[config.mk]
export PLATFORM = sky130hd
export DESIGN_NAME = chimp_game_ctrl
export DESIGN_NICKNAME = d
export VERILOG_FILES = /design/src/rtl/chimp_pkg.sv /design/src/rtl/chimp_game_ctrl.sv
export SDC_FILE = /design/constraint.sdc
export NUM_CORES = 1
export LEC_CHECK = 0
export ABC_AREA = 0
export BUFFER_PORTS_ARGS = -buffer_cell sky130_fd_sc_hd__buf_2
export CORE_AREA = 2 2 75 77
export DETAILED_ROUTE_END_ITERATION = 10
export DIE_AREA = 0 0 77 79
export GPL_TIMING_DRIVEN = 0
export PLACE_DENSITY = 0.69
export SETUP_SLACK_MARGIN = 0.02
export SLEW_MARGIN = 5
export SYNTH_ARGS = -nofsm -noshare
export SYNTH_HDL_FRONTEND = slang
export SYNTH_SLANG_ARGS = --single-unit
[constraint.sdc]
create_clock -name clk -period 2.7 [get_ports clk]
set_input_delay 0 -clock clk [delete_from_list [all_inputs] [get_ports clk]]
set_output_delay 0 -clock clk [all_outputs]
set_load 0.03 [all_outputs]
[src/rtl/chimp_pkg.sv]
// Shared definitions for the chimp memory game control path and its neighbours.
// The datapath and the top-level FSM decode oState through state_t.
package chimp_pkg;

  localparam int NUM_W_DEF = 6;

  typedef enum logic [2:0] {
    ST_IDLE       = 3'd0,
    ST_LOAD       = 3'd1,
    ST_WAIT_START = 3'd2,
    ST_CHOOSE     = 3'd3,
    ST_PASS       = 3'd4,
    ST_STRIKE     = 3'd5,
    ST_GAME_OVER  = 3'd6
  } state_t;

endpackage

[src/rtl/chimp_game_ctrl.sv]
// Counter-driven control FSM for the chimp memory game: level, expected press,
// lives and best score, with a load handshake toward the tile datapath.
module chimp_game_ctrl
  import chimp_pkg::*;
#(
  parameter int MAX_LEVEL   = 31,
  parameter int START_LEVEL = 4,
  parameter int LIVES       = 3,
  parameter int NUM_W       = NUM_W_DEF,
  parameter int LVL_W       = $clog2(MAX_LEVEL + 1)
) (
  input  logic             clk,
  input  logic             iResetn,
  input  logic             iKey0,
  input  logic             iEnter,
  input  logic [NUM_W-1:0] iPressNum,
  input  logic             iLoadAck,
  output logic             oLoadReq,
  output logic [LVL_W-1:0] oLoadIdx,
  output logic             oShowNums,
  output logic [LVL_W-1:0] oLevel,
  output logic [LVL_W-1:0] oExpect,
  output logic [2:0]       oLives,
  output logic [LVL_W-1:0] oScore,
  output logic             oLevelPass,
  output logic             oStrike,
  output logic             oGameOver,
  output logic             oWin,
  output logic [2:0]       oState
);

  localparam logic [LVL_W-1:0] ONE_L   = LVL_W'(1);
  localparam logic [LVL_W-1:0] ZERO_L  = LVL_W'(0);
  localparam logic [LVL_W-1:0] START_L = LVL_W'(START_LEVEL);
  localparam logic [LVL_W-1:0] MAX_L   = LVL_W'(MAX_LEVEL);
  localparam logic [2:0]       LIVES_L = 3'(LIVES);

  state_t           r_state, w_state;
  logic [LVL_W-1:0] r_level, w_level;
  logic [LVL_W-1:0] r_idx, w_idx;
  logic [LVL_W-1:0] r_expect, w_expect;
  logic [LVL_W-1:0] r_score, w_score;
  logic [2:0]       r_lives, w_lives;
  logic             r_win, w_win;
  logic             r_load_req, r_show, r_pass, r_strike, r_gover, r_win_o;
  logic             w_press_hit;

  assign w_press_hit = (iPressNum == NUM_W'(r_expect));

  // Next-state and counter update; iKey0 forces the same state as reset.
  always_comb begin
    w_state  = r_state;
    w_level  = r_level;
    w_idx    = r_idx;
    w_expect = r_expect;
    w_score  = r_score;
    w_lives  = r_lives;
    w_win    = r_win;
    if (iKey0) begin
      w_state  = ST_IDLE;
      w_level  = START_L;
      w_idx    = ONE_L;
      w_expect = ONE_L;
      w_lives  = LIVES_L;
      w_score  = ZERO_L;
      w_win    = 1'b0;
    end else begin
      case (r_state)
        ST_IDLE: begin
          if (iEnter) begin
            w_state = ST_LOAD;
            w_level = START_L;
            w_lives = LIVES_L;
            w_score = ZERO_L;
            w_idx   = ONE_L;
            w_win   = 1'b0;
          end else begin
            w_state = ST_IDLE;
          end
        end
        ST_LOAD: begin
          if (iLoadAck && (r_idx < r_level)) begin
            w_idx = r_idx + ONE_L;
          end else if (iLoadAck) begin
            w_state = ST_WAIT_START;
          end else begin
            w_state = ST_LOAD;
          end
        end
        ST_WAIT_START: begin
          if (iEnter) begin
            w_state  = ST_CHOOSE;
            w_expect = ONE_L;
          end else begin
            w_state = ST_WAIT_START;
          end
        end
        ST_CHOOSE: begin
          // Any nonzero miss, including numbers above MAX_LEVEL, is a strike.
          if (iPressNum == NUM_W'(0)) begin
            w_state = ST_CHOOSE;
          end else if (w_press_hit && (r_expect < r_level)) begin
            w_expect = r_expect + ONE_L;
          end else if (w_press_hit) begin
            w_state = ST_PASS;
          end else begin
            w_state = ST_STRIKE;
          end
        end
        ST_PASS: begin
          w_score = (r_level > r_score) ? r_level : r_score;
          if (r_level == MAX_L) begin
            w_state = ST_GAME_OVER;
            w_win   = 1'b1;
          end else begin
            w_state = ST_LOAD;
            w_level = r_level + ONE_L;
            w_idx   = ONE_L;
          end
        end
        ST_STRIKE: begin
          w_lives = (r_lives != 3'd0) ? (r_lives - 3'd1) : 3'd0;
          if (r_lives <= 3'd1) begin
            w_state = ST_GAME_OVER;
            w_win   = 1'b0;
          end else begin
            w_state = ST_LOAD;
            w_idx   = ONE_L;
          end
        end
        ST_GAME_OVER: begin
          if (iEnter) begin
            w_state = ST_IDLE;
          end else begin
            w_state = ST_GAME_OVER;
          end
        end
        default: begin
          w_state = ST_IDLE;
        end
      endcase
    end
  end

  // State, counters and Moore outputs; outputs are decoded from the next values
  // so each one appears in the same cycle as the state it belongs to.
  always_ff @(posedge clk or negedge iResetn) begin
    if (!iResetn) begin
      r_state    <= ST_IDLE;
      r_level    <= START_L;
      r_idx      <= ONE_L;
      r_expect   <= ONE_L;
      r_score    <= ZERO_L;
      r_lives    <= LIVES_L;
      r_win      <= 1'b0;
      r_load_req <= 1'b0;
      r_show     <= 1'b0;
      r_pass     <= 1'b0;
      r_strike   <= 1'b0;
      r_gover    <= 1'b0;
      r_win_o    <= 1'b0;
    end else begin
      r_state    <= w_state;
      r_level    <= w_level;
      r_idx      <= w_idx;
      r_expect   <= w_expect;
      r_score    <= w_score;
      r_lives    <= w_lives;
      r_win      <= w_win;
      r_load_req <= (w_state == ST_LOAD);
      r_show     <= (w_state == ST_WAIT_START) ||
                    ((w_state == ST_CHOOSE) && (w_expect == ONE_L));
      r_pass     <= (w_state == ST_PASS);
      r_strike   <= (w_state == ST_STRIKE);
      r_gover    <= (w_state == ST_GAME_OVER);
      r_win_o    <= (w_state == ST_GAME_OVER) && w_win;
    end
  end

  assign oLoadReq   = r_load_req;
  assign oLoadIdx   = r_idx;
  assign oShowNums  = r_show;
  assign oLevel     = r_level;
  assign oExpect    = r_expect;
  assign oLives     = r_lives;
  assign oScore     = r_score;
  assign oLevelPass = r_pass;
  assign oStrike    = r_strike;
  assign oGameOver  = r_gover;
  assign oWin       = r_win_o;
  assign oState     = r_state;

endmodule

* Word-level counts from Yosys, hierarchy flattened
Index checks and enable logic that the tools add are counted.
** Word-level totals
- Register bits :: 33
- Bits in latches :: 0
- Bits in writable memories :: 0
- Memory bits (read-only) :: 0
- Input bits :: 11
- Output and inout bits :: 32
- Logic and storage cells :: 96
- Memories kept :: 0
** Operators by class
- Add/sub/neg operators :: 4
- $mul :: 0
- Div/mod/pow operators :: 0
- $lt $le $gt $ge :: 4
- Equal/unequal tests :: 20
- Shift operators :: 0
- Mux-type cells :: 40
- Bitwise gates (word level) :: 0
- Reduce and logical (&&, ||, !) cells :: 15
** Operator list (count)
- 5-bit 2-to-1 mux :: 15
- 3-bit 2-to-1 mux :: 10
- 5-bit one-hot mux with 2 select lines :: 3
- 3-bit one-hot mux with 7 select lines :: 1
- 5-bit one-hot mux with 4 select lines :: 1
- 3-bit == test, second input constant :: 6
- 5-bit by 1-bit adder with 5-bit output, second input constant :: 3
- 3-bit inequality test, second input constant :: 5
- 3-bit by 2-bit == test with 1-bit output, second input constant :: 4
- 5-bit < comparator :: 2
- 3-bit nonzero test :: 3
- 1-bit 2-to-1 mux :: 7
- 3-bit by 1-bit == test with 1-bit output, second input constant :: 2
- 6-bit by 5-bit == test with 1-bit output :: 1
- 6-bit logical NOT :: 1
- 3-bit one-hot mux with 2 select lines :: 1
- 3-bit AND reduction :: 2
- 5-bit by 1-bit == test with 1-bit output, second input constant :: 1
- 5-bit == test, second input constant :: 1
- 5-bit greater-than comparator :: 1
- 5-bit AND reduction :: 1
- 5-bit nonzero test :: 1
- 1-bit logical AND :: 4
- 3-bit by 1-bit <= comparator with 1-bit output, second input constant :: 1
- other kinds (6) :: 6

* Logic depth before layout (Yosys ltp)
Gate-level depths: netlist (run 1).
- Depth in word-level cells :: 9
- Depth in mapped cells :: 9
- Depth with buffers taken out :: 9

* Least setup slack after synthesis (run 1)
Ideal clock, no wire load.
- Kind :: flip-flop to flip-flop
- Start point :: reg r_level[4], in the netlist oLevel[4]
- End point :: reg r_show, in the netlist oShowNums
- Setup time :: 0.082 ns
- Data arrival time :: 2.608 ns
- Required time :: 2.618 ns
- Setup slack :: 0.010 ns
- Stages on the path, launching flop included :: 10
- Buffers on the path :: 0
- Clock period less this slack :: 2.690 ns
- Cell sequence :: dfrtp_1 > inv_1 > ha_1 > a21oi_1 > o311ai_4 > a2111oi_2 > xnor2_2 > o21ai_2 > or4_1 > o22ai_1
** Between the ends
- Word-level cells in the longest chain between the ends :: 9
- Elaborated cells between the ends (all ways) :: 20
- Classes of those cells :: order compare (2); eq/ne (4); mux (10); reduce/logical (4)
** Ends and longest elaborated chain
- start: declaration :: line chimp_game_ctrl.sv:39 : logic [LVL_W-1:0] r_level, w_level;
- start signal: assignment :: line chimp_game_ctrl.sv:164 : r_level <= w_level;
- 5-bit < comparator :: line chimp_game_ctrl.sv:102 : end else if (w_press_hit && (r_expect < r_level)) begin
- 1-bit logical AND :: line chimp_game_ctrl.sv:102
- 5-bit 2-to-1 mux :: line chimp_game_ctrl.sv:102
- 5-bit 2-to-1 mux :: line chimp_game_ctrl.sv:100 : if (iPressNum == NUM_W'(0)) begin
- 5-bit one-hot mux with 2 select lines :: line chimp_game_ctrl.sv:68 : case (r_state)
- 5-bit 2-to-1 mux :: line chimp_game_ctrl.sv:59 : if (iKey0) begin
- via w_expect[3] :: line chimp_game_ctrl.sv:41 : logic [LVL_W-1:0] r_expect, w_expect;
- 5-bit by 1-bit == test with 1-bit output :: line chimp_game_ctrl.sv:172 : ((w_state == ST_CHOOSE) && (w_expect == ONE_L));
- 1-bit logical AND :: line chimp_game_ctrl.sv:172
- 1-bit logical OR :: line chimp_game_ctrl.sv:171 : r_show <= (w_state == ST_WAIT_START) ||
- end signal: assignment :: line chimp_game_ctrl.sv:171
- end: declaration :: line chimp_game_ctrl.sv:45 : logic r_load_req, r_show, r_pass, r_strike, r_gover, r_win_o;
The timed path passes the listed nets, and every way through them passes these cells.
A chain may end at the register's enable or synchronous reset.

* Final worst setup path (run 1)
- Start point :: reg r_level[2], in the netlist oLevel[2]
- End point :: reg r_show, in the netlist oShowNums
Same word-level chain as after synthesis.

==> results of run 1 <==
==> per-stage QoR <==
stage / util [%] / setup WS [ns]
floorplan: - / 0.0528
global placement: 49.2 / -0.0924
detailed placement: 49.2 / -0.120
CTS: 52.8 / 0.0755
global route: 53.6 / 0.0205
finish: 53.6 / 0.134
==> worst max-delay path, stage by stage, from the launching register on <==
cell	delay, ns
dfstp_2	0.54
inv_1	0.10
ha_4	0.24
a21oi_2	0.19
o21ai_4	0.12
a2111oi_4	0.37
xnor2_2	0.17
o21ai_2	0.08
or4_1	0.52
o22ai_1	0.16
==> sequential cells by signal, summed over array words and instances, names as in the netlist <==
signal      cells
oLoadIdx        5
r_win           1
oLives          3
oExpect         5
oLevel          5
oScore          5
oGameOver       1
oLoadReq        1
oShowNums       1
oState          3
oWin            1
oLevelPass      1
oStrike         1
==> cell usage after synthesis, drive strengths merged, types with 3 or more instances <==
cell type   n
ha         19
and3        5
nand3       9
xnor2       9
nand2b      7
o211ai      3
nor3        5
a31o        3
nor2       22
or4         4
mux2i       3
dfrtp      28
dfstp       5
inv        16
a21o        3
and2        4
o21ai      13
nand2      34
a21oi      15
nand4       3
nor2b       8
clkbuf      5
==> how the worst max path moves through the flow <==
| stage | start | depth (start not counted) | to |
|---|---|---|---|
| 2_1_floorplan | oLevel[2] | 9 | oShowNums |
| 3_3_place_gp | oLevel[2] | 9 | oShowNums |
| 3_5_place_dp | oLevel[4] | 9 | oShowNums |
| 4_1_cts | oLevel[2] | 9 | oShowNums |
| 5_1_grt | oLevel[2] | 9 | oLoadIdx[4] |
| 6_report | oLevel[2] | 9 | oShowNums |
==> timing repair <==
action                                  CTS  global route
pin swaps                                 4             3
hold buffers                              1             0
setup buffers                             1             2
gates resized for setup                   8             7
hold endpoints to repair                 28             0
endpoints found under the setup margin    1             4
==> cells by family (layout without fill, tap and decap cells) <==
logic type / after synthesis / after routing / synth area share [%]
adder cells (fa/ha/maj): 19 / 19 / 10.2
XOR/XNOR: 9 / 9 / 3.70
AND/OR/NAND/NOR: 111 / 111 / 24.3
flip-flops: 33 / 33 / 35.7
multiplexers: 4 / 4 / 1.77
AO/OA/AOI/OAI: 65 / 65 / 20.8
buffers and inverters: 22 / 75 / 3.54
==> final cells by class <==
class,count,area (um^2),share of cell area [%]
multi-input cells,208,1500,52.4
flip-flops and latches,33,835,29.2
repair buffers,45,238,8.30
well taps,72,90.1,3.15
clock buffers,7,86.3,3.02
inverters,16,60.1,2.10
clock inverters,1,30.0,1.05
plain buffers,6,22.5,0.787
==> report_power, final <==
| part | switching (mW) | internal, mW |
|---|---|---|
| Sequential | 0.00787 | 0.504 |
| Combinational | 0.102 | 0.0529 |
| Clock | 0.178 | 0.301 |
==> metal layers <==
| metal | share of wire (%) | routed length (um) | track usage [%] | vias up |
|---|---|---|---|---|
| li1 | - | - | - | 1063 |
| met1 | 48 | 2700 | 26.5 | 990 |
| met2 | 46 | 2610 | 31.6 | 54 |
| met3 | 4.3 | 240 | 3.41 | 7 |
| met4 | 1.6 | 90 | 5.18 | 0 |
| met5 | 0 | 0 | 0 | - |
==> summary.txt, run 1 <==
Critical path
  • CP required: between 2 and 3 ns
  • Reg2reg path depth: 9
  • Worst Setup Start Kind: flop
  • Worst reg-to-reg setup slack: between 0.1 and 0.15 ns
  • Worst setup path class: flop to flop
  • CP endpoint kind: flop
  • CP max FO: 5
  • Critical path arrival: approximately 2.8 ns
  • Reg2reg end: oShowNums
  • Start of the worst register-to-register path: oLevel[2]

Detailed routing
  • Remaining DRCs: 0
  • DR vias: about 2100
  • 1st-pass router iterations: 4
  • DRT Wirelength: between 5 and 6 mm
  • Drt wl/cell: 14.5 um
  • Antenna Nets Post-Route: 0
  • DRT iter0 DRCs: ~160
  • DR vias/cell: 5.45

Placement
  • Port bufs: around 40
  • Placed cells: 376
  • GPL Wtd Cong: ~0.9
  • DP Wirelength: between 4 and 5 mm
  • Cell area after placement: ~2600 um^2

Layout
  • Design area: 2860 um^2
  • Most common cell after layout, fill and taps aside: buf_2
  • N_diodes: 0
  • Final nets: roughly 350
  • Synth-to-Final Area Change: 22.7%
  • Leading cell types in the layout, fill and taps excluded: buf_2, nand2_1, dfrtp_1, nor2_1, ha_1
  • Ratio of cells with drive above 1 in the final layout: about a quarter
  • Fill count: between 500 and 600
  • Fin cells: around 390

STA
  • Final Hold Fails: 0
  • Final min period: 2.57 ns
  • Final critical-path share of the clock period: between 90% and 100%
  • Max transition margin: 52.5%
  • Fmax: 390 MHz
  • Unrepaired setup endpoints after global routing: no
  • Post-route setup TNS: 0 ns
  • Worst-Margin Slew: between 0.7 and 0.8 ns
  • Final Slew Violations: 0
  • Setup-failing EPs final: 0
  • WHS: roughly 0.27 ns
  • Clk_skew: between 0.006 and 0.007 ns

Yosys
  • Area leader, netlist: dfrtp_1
  • Yosys reg bits: 33
  • Ys Warns: 0
  • Top FF cell, synth: dfrtp_1
  • Syn Area/Cell: 8.87 um^2
  • Async S/R FF share, synth: 100%
  • Area contributors post-synth: dfrtp_1, ha_1, dfstp_2
  • Post-synth cell types: 59
  • Cell area after synthesis: between 2000 and 2500 um^2
  • Register area share after synthesis: a little over a third
  • Synth top area share: around 30%
  • Mapped Cells: ~260
  • Syn_nets: just under 300
  • Number of enable flip-flop cells after synthesis: 0

Clock tree
  • # H-tree levels: 2
  • Clk sink count: 33
  • CTS Buf Count: 5
  • Register clock-pin slew on the reported worst setup and hold paths: roughly 0.070 ns
  • CTS tree: yes
  • Skew-Pair Late Insertion Delay: between 0.2 and 0.3 ns
  • CTS max path bufs: 2
  • Root buf cell: clkbuf_8

Floorplan
  • FP Rows: 27
  • Initial core utilization: between 40% and 50%
  • Die W: roughly 77 um
  • I/O Pins: between 40 and 50
  • Core Area: roughly 5300 um^2
  • Die area: between 6000 and 7000 um^2
  • Die height: 79 um

Flow run
  • Max cap viols: 0

Global route
  • Largest net degree at the start of global routing: 34
  • GRT overflow: 0
  • GRT Total Usage: ~19%
  • Initial antenna violation count: 0
  • Global-route wire length before repair: 9.36 mm
  • Number of global-route vias before repair: approximately 1900

Min path
  • Worst Hold Launch: iEnter
  • Min-Delay Path Class: primary input to flop
  • Worst Hold Depth: 4
  • Endpoint with the worst hold slack: oScore[4]

Pwr
  • P_leak: about 1.3 nW
  • Total Power: approximately 1.1 mW
  • Peak VDD IR: about 280 uV
  • Power Density: 400 nW/um^2

Outcome
  • Status: completed
Power figures use the tool's default switching activity.
==> run 2, diff against run 1 <==
--- a/config.mk
+++ b/config.mk
@@ -11,9 +11,9 @@
 export DETAILED_ROUTE_END_ITERATION = 10
 export DIE_AREA = 0 0 77 79
 export GPL_TIMING_DRIVEN = 0
-export PLACE_DENSITY = 0.69
+export PLACE_DENSITY_LB_ADDON = 0.1
 export SETUP_SLACK_MARGIN = 0.02
-export SLEW_MARGIN = 5
+export SLEW_MARGIN = 10
 export SYNTH_ARGS = -nofsm -noshare
 export SYNTH_HDL_FRONTEND = slang
 export SYNTH_SLANG_ARGS = --single-unit
==> summary.txt, run 2 (synthesis results as in run 1) <==
Min path
  • Endpoint with the worst hold slack: oScore[4] (unchanged)
  • Min-Delay Path Class: primary input to flop (unchanged)
  • Worst Hold Depth: 4 (unchanged)
  • Worst Hold Launch: iEnter (unchanged)

STA
  • Final Hold Fails: 0 (unchanged)
  • Max transition margin: 50.1% (was 52.5%)
  • Setup-failing EPs final: 0 (unchanged)
  • Final Slew Violations: 0 (unchanged)
  • Worst-Margin Slew: 0.748 ns (was 0.712 ns)
  • Fmax: 392 MHz (was 390 MHz)
  • Final critical-path share of the clock period: 94.6% (was 95.0%)
  • Clk_skew: 0.00597 ns (was 0.00667 ns)
  • Final min period: 2.55 ns (was 2.57 ns)
  • Unrepaired setup endpoints after global routing: no (unchanged)

Detailed routing
  • Antenna Nets Post-Route: 0 (unchanged)
  • Met3 Wirelength: 246 um (was 240 um)
  • DR vias: 2176 (was 2114)
  • Met1 Wirelength: 2.87 mm (was 2.70 mm)
  • Drt wl/cell: 15.5 um (was 14.5 um)
  • DR WL met2: 2.80 mm (was 2.61 mm)
  • Highest metal used: met4 (unchanged)
  • DRT Wirelength: 6.02 mm (was 5.64 mm)
  • DR vias/cell: 5.59 (was 5.45)
  • Remaining DRCs: 0 (unchanged)
  • 1st-pass router iterations: 6 (was 4)
  • DRT iter0 DRCs: 65 (was 158)

Clock tree
  • Root buf cell: clkbuf_8 (unchanged)
  • Clk sink count: 33 (unchanged)
  • Register clock-pin slew on the reported worst setup and hold paths: 0.07 ns (about the same)
  • # H-tree levels: 2 (unchanged)
  • CTS max path bufs: 2 (unchanged)
  • Skew-Pair Late Insertion Delay: 0.29 ns (about the same)
  • CTS Buf Count: 5 (unchanged)
  • CTS tree: yes (unchanged)

Floorplan
  • Die area: 6080 um^2 (unchanged)
  • Die W: 77 um (unchanged)
  • Initial core utilization: 43.7% (unchanged)
  • I/O Pins: 43 (unchanged)
  • Core Area: 5340 um^2 (unchanged)
  • FP Rows: 27 (unchanged)
  • Die height: 79 um (unchanged)

Critical path
  • Worst setup path class: flop to flop (unchanged)
  • Reg2reg path depth: 8 (was 9)
  • Worst reg-to-reg setup slack: 0.15 ns (was 0.13 ns)
  • CP endpoint kind: flop (unchanged)
  • CP max FO: 6 (was 5)
  • Start of the worst register-to-register path: oLevel[3] (was oLevel[2])
  • CP required: 2.91 ns (was 2.90 ns)
  • Critical path arrival: 2.76 ns (was 2.77 ns)
  • Worst Setup Start Kind: flop (unchanged)
  • Reg2reg end: oShowNums (unchanged)

Global route
  • GRT overflow: 0 (unchanged)
  • Global-route wire length before repair: 10.1 mm (was 9.36 mm)
  • Initial antenna violation count: 0 (unchanged)
  • GRT Total Usage: 20.8% (was 19.3%)
  • Largest net degree at the start of global routing: 34 (unchanged)
  • Number of global-route vias before repair: 2049 (was 1935)

Pwr
  • Total Power: 1.05 mW (was 1.15 mW)
  • P_leak: 1.24 nW (was 1.26 nW)
  • Power Density: 369 nW/um^2 (was 400 nW/um^2)
  • Peak VDD IR: 242 uV (was 276 uV)

Placement
  • GPL Wtd Cong: 0.832 (was 0.896)
  • DP Wirelength: 4.52 mm (was 4.25 mm)
  • Port bufs: 41 (unchanged)

Layout
  • Final nets: 346 (was 345)
  • Final Core Density: 53.1% (was 53.6%)
  • Synth-to-Final Area Change: 21.5% (was 22.7%)
  • Leading cell types in the layout, fill and taps excluded: buf_2, nand2_1, dfrtp_1, nor2_1, ha_1 (unchanged)
  • Most common cell after layout, fill and taps aside: buf_2 (unchanged)
  • N_diodes: 0 (unchanged)
  • Ratio of cells with drive above 1 in the final layout: 25.9% (was 24.7%)
  • Fill count: 537 (was 531)

Outcome
  • Status: completed (unchanged)

Flow run
  • Max cap viols: 0 (unchanged)
[run 2: cell type report]
type                    count  area [um^2]  area share (%)
plain buffers               6         22.5           0.795
clock buffers               5         68.8            2.43
clock inverters             3         22.5           0.795
inverters                  16         60.1            2.12
multi-input cells         208         1490            52.6
flip-flops and latches     33          835            29.5
well taps                  72         90.1            3.18
repair buffers             46          245            8.66
[run 2: how the worst max path moves through the flow]
stage                     startpoint        end
after floorplan            oLevel[2]  oShowNums
after global placement     oLevel[4]  oShowNums
after detailed placement   oLevel[2]  oShowNums
final                      oLevel[3]  oShowNums
after CTS                  oLevel[2]  oShowNums
after global routing       oLevel[3]  oShowNums
[run 2: repair_timing]
action,CTS,global route
resized for setup,8,8
buffers inserted,3,1
hold endpoints to repair,28,0
setup endpoints to repair,1,6
pin swaps,4,6
hold buffers,1,0
[run 2: routing by layer]
layer,vias to the layer above,global-route usage (%)
li1,1062,-
met1,1051,27.7
met2,53,34.6
met3,10,3.30
met4,0,7.50
met5,-,0
[run 2: worst max-delay path, cell delays in order (launching register included)]
cell and delay, ns:
dfrtp_1 0.46, inv_1 0.13, ha_1 0.29, and2_2 0.23
a2111oi_4 0.41, xnor2_2 0.16, o21ai_2 0.08, or4_4 0.54
o22ai_1 0.17
[run 2: report_power, final]
part / leakage [nW] / switching, mW / internal, mW
clock: 0.0364 / 0.195 / 0.181
combinational: 0.762 / 0.104 / 0.0550
sequential: 0.437 / 0.00806 / 0.504
total: 1.24 / 0.307 / 0.739
[run 2: through the flow]
step                      setup TNS [ns]  hold WS [ns]  cell area, um^2  setup WS [ns]  std cells
after floorplan                        0        -0.296             2330         0.0528        263
after detailed placement          -0.149         0.114             2630         -0.149        376
after CTS                              0         0.253             2800         0.0240        388
after global placement            -0.141         0.104             2630         -0.141        376
after global routing                   0         0.313             2830         0.0129        389
final                                  0         0.276             2830          0.146        389
==> run 3, diff against run 2 <==
--- a/config.mk
+++ b/config.mk
@@ -11,7 +11,7 @@
 export DETAILED_ROUTE_END_ITERATION = 10
 export DIE_AREA = 0 0 77 79
 export GPL_TIMING_DRIVEN = 0
-export PLACE_DENSITY_LB_ADDON = 0.1
+export PLACE_DENSITY_LB_ADDON = 0.12
 export SETUP_SLACK_MARGIN = 0.02
 export SLEW_MARGIN = 10
 export SYNTH_ARGS = -nofsm -noshare
==> summary.txt, run 3 (synthesis results as in run 1) <==
Outcome
  • Status: completed (unchanged)

Detailed routing
  • DR vias: 2166 (was 2176)
  • Remaining DRCs: 0 (unchanged)
  • Antenna Nets Post-Route: 0 (unchanged)
  • DRT iter0 DRCs: 104 (was 65)
  • DRT Wirelength: 5.86 mm (was 6.02 mm)
  • Drt wl/cell: 15.1 um (was 15.5 um)
  • 1st-pass router iterations: 4 (was 6)
  • DR vias/cell: 5.58 (was 5.59)

STA
  • Worst-Margin Slew: 0.740 ns (was 0.748 ns)
  • Unrepaired setup endpoints after global routing: no (unchanged)
  • Final critical-path share of the clock period: 95.7% (was 94.6%)
  • Clk_skew: 0.00263 ns (was 0.00597 ns)
  • Final Hold Fails: 0 (unchanged)
  • Fmax: 387 MHz (was 392 MHz)
  • Final Slew Violations: 0 (unchanged)
  • Final min period: 2.58 ns (was 2.55 ns)
  • Setup-failing EPs final: 0 (unchanged)
  • WHS: 0.272 ns (was 0.276 ns)
  • Max transition margin: 50.7% (was 50.1%)
  • Setup ws final: 0.116 ns (was 0.146 ns)

Clock tree
  • Root buf cell: clkbuf_8 (unchanged)
  • CTS tree: yes (unchanged)
  • Skew-Pair Late Insertion Delay: 0.29 ns (about the same)
  • # H-tree levels: 2 (unchanged)
  • CTS max path bufs: 2 (unchanged)
  • Register clock-pin slew on the reported worst setup and hold paths: 0.07 ns (about the same)
  • CTS Buf Count: 5 (unchanged)
  • Clk sink count: 33 (unchanged)

Floorplan
  • Die height: 79 um (unchanged)
  • Initial core utilization: 43.7% (unchanged)
  • Core Area: 5340 um^2 (unchanged)
  • I/O Pins: 43 (unchanged)
  • Die W: 77 um (unchanged)
  • FP Rows: 27 (unchanged)
  • Die area: 6080 um^2 (unchanged)

Critical path
  • Reg2reg path depth: 8 (unchanged)
  • Start of the worst register-to-register path: oLevel[4] (was oLevel[3])
  • CP max FO: 5 (was 6)
  • CP endpoint kind: flop (unchanged)
  • Worst Setup Start Kind: flop (unchanged)
  • CP required: 2.91 ns (about the same)
  • Reg2reg end: oShowNums (unchanged)
  • Worst reg-to-reg setup slack: 0.12 ns (was 0.15 ns)
  • Worst setup path class: flop to flop (unchanged)
  • Critical path arrival: 2.79 ns (was 2.76 ns)

Layout
  • N_diodes: 0 (unchanged)
  • Final Core Density: 53.3% (was 53.1%)
  • Final nets: 345 (was 346)
  • Ratio of cells with drive above 1 in the final layout: 25.9% (about the same)
  • Leading cell types in the layout, fill and taps excluded: buf_2, nand2_1, dfrtp_1, nor2_1, ha_1 (unchanged)
  • Fin cells: 388 (was 389)
  • Most common cell after layout, fill and taps aside: buf_2 (unchanged)
  • Synth-to-Final Area Change: 22.0% (was 21.5%)

Placement
  • GPL Wtd Cong: 0.844 (was 0.832)
  • Port bufs: 41 (unchanged)
  • DP Wirelength: 4.30 mm (was 4.52 mm)
  • Placed cells: 376 (unchanged)
  • Setup WS pre-CTS: -0.117 ns (was -0.149 ns)

Global route
  • Global-route wire length before repair: 9.96 mm (was 10.1 mm)
  • Initial antenna violation count: 0 (unchanged)
  • GRT Total Usage: 20.5% (was 20.8%)
  • Number of global-route vias before repair: 2058 (was 2049)
  • GRT overflow: 0 (unchanged)
  • Largest net degree at the start of global routing: 34 (unchanged)

Pwr
  • Peak VDD IR: 237 uV (was 242 uV)
  • P_leak: 1.25 nW (was 1.24 nW)
  • Power Density: 381 nW/um^2 (was 369 nW/um^2)
  • Total Power: 1.08 mW (was 1.05 mW)

Min path
  • Worst Hold Depth: 4 (unchanged)
  • Endpoint with the worst hold slack: oScore[1] (was oScore[4])
  • Min-Delay Path Class: primary input to flop (unchanged)
  • Worst Hold Launch: iEnter (unchanged)

Flow run
  • Max cap viols: 0 (unchanged)
-- run 3: worst max path at each step --
stage / start / end / slack, ns / cells past startpoint
floorplan: oLevel[2] / oShowNums / 0.05 / 9
global placement: oLevel[4] / oShowNums / -0.09 / 9
detailed placement: oLevel[4] / oShowNums / -0.12 / 9
CTS: oLevel[2] / oShowNums / 0.04 / 9
global route: oLevel[3] / oShowNums / 0.04 / 8
finish: oLevel[4] / oShowNums / 0.12 / 8
-- run 3: worst max-delay path: stages (launching register included) --
cell       delay (ns)
dfrtp_2          0.43
inv_2            0.07
ha_1             0.36
and2_2           0.29
a2111oi_4        0.40
xnor2_2          0.15
o21ai_2          0.08
or4_4            0.55
o22ai_2          0.18
-- run 3: repair_timing --
item | CTS | global route
buffers inserted | 1 | 2
gates resized for setup | 10 | 8
pin swaps | 3 | 4
hold buffers | 1 | 0
setup endpoints to repair | 2 | 6
endpoints found under the hold margin | 28 | 0
-- run 3: where the power goes --
group	total, mW	switching [mW]	internal [mW]	leakage, nW
clock	0.414	0.184	0.230	0.0542
combinational	0.159	0.104	0.0551	0.759
sequential	0.512	0.00786	0.504	0.437
total	1.08	0.295	0.789	1.25
-- run 3: stage by stage --
| stage | area [um^2] | TNS (ns) |
|---|---|---|
| after floorplan | 2330 | 0 |
| final | 2850 | 0 |
| after global placement | 2630 | -0.0858 |
| after CTS | 2810 | 0 |
| after detailed placement | 2630 | -0.117 |
| after global routing | 2850 | 0 |
-- run 3: layout make-up --
| type | count | area [um^2] |
|---|---|---|
| Fill cell | 516 | 2490 |
| Timing Repair Buffer | 45 | 238 |
| Clock inverter | 1 | 5.00 |
| Multi-Input combinational cell | 208 | 1500 |
| Clock buffer | 7 | 96.3 |
| Buffer | 6 | 22.5 |
| Inverter | 16 | 60.1 |
| Sequential cell | 33 | 835 |
| Tap cell | 72 | 90.1 |
-- run 3: per-layer routing --
metal / wire length, um / vias to the layer above / GRT usage, %
met5: 0 / - / 0
met1: 2730 / 1033 / 28.0
met3: 342 / 11 / 3.41
li1: - / 1060 / -
met2: 2680 / 62 / 32.8
met4: 101 / 0 / 7.68
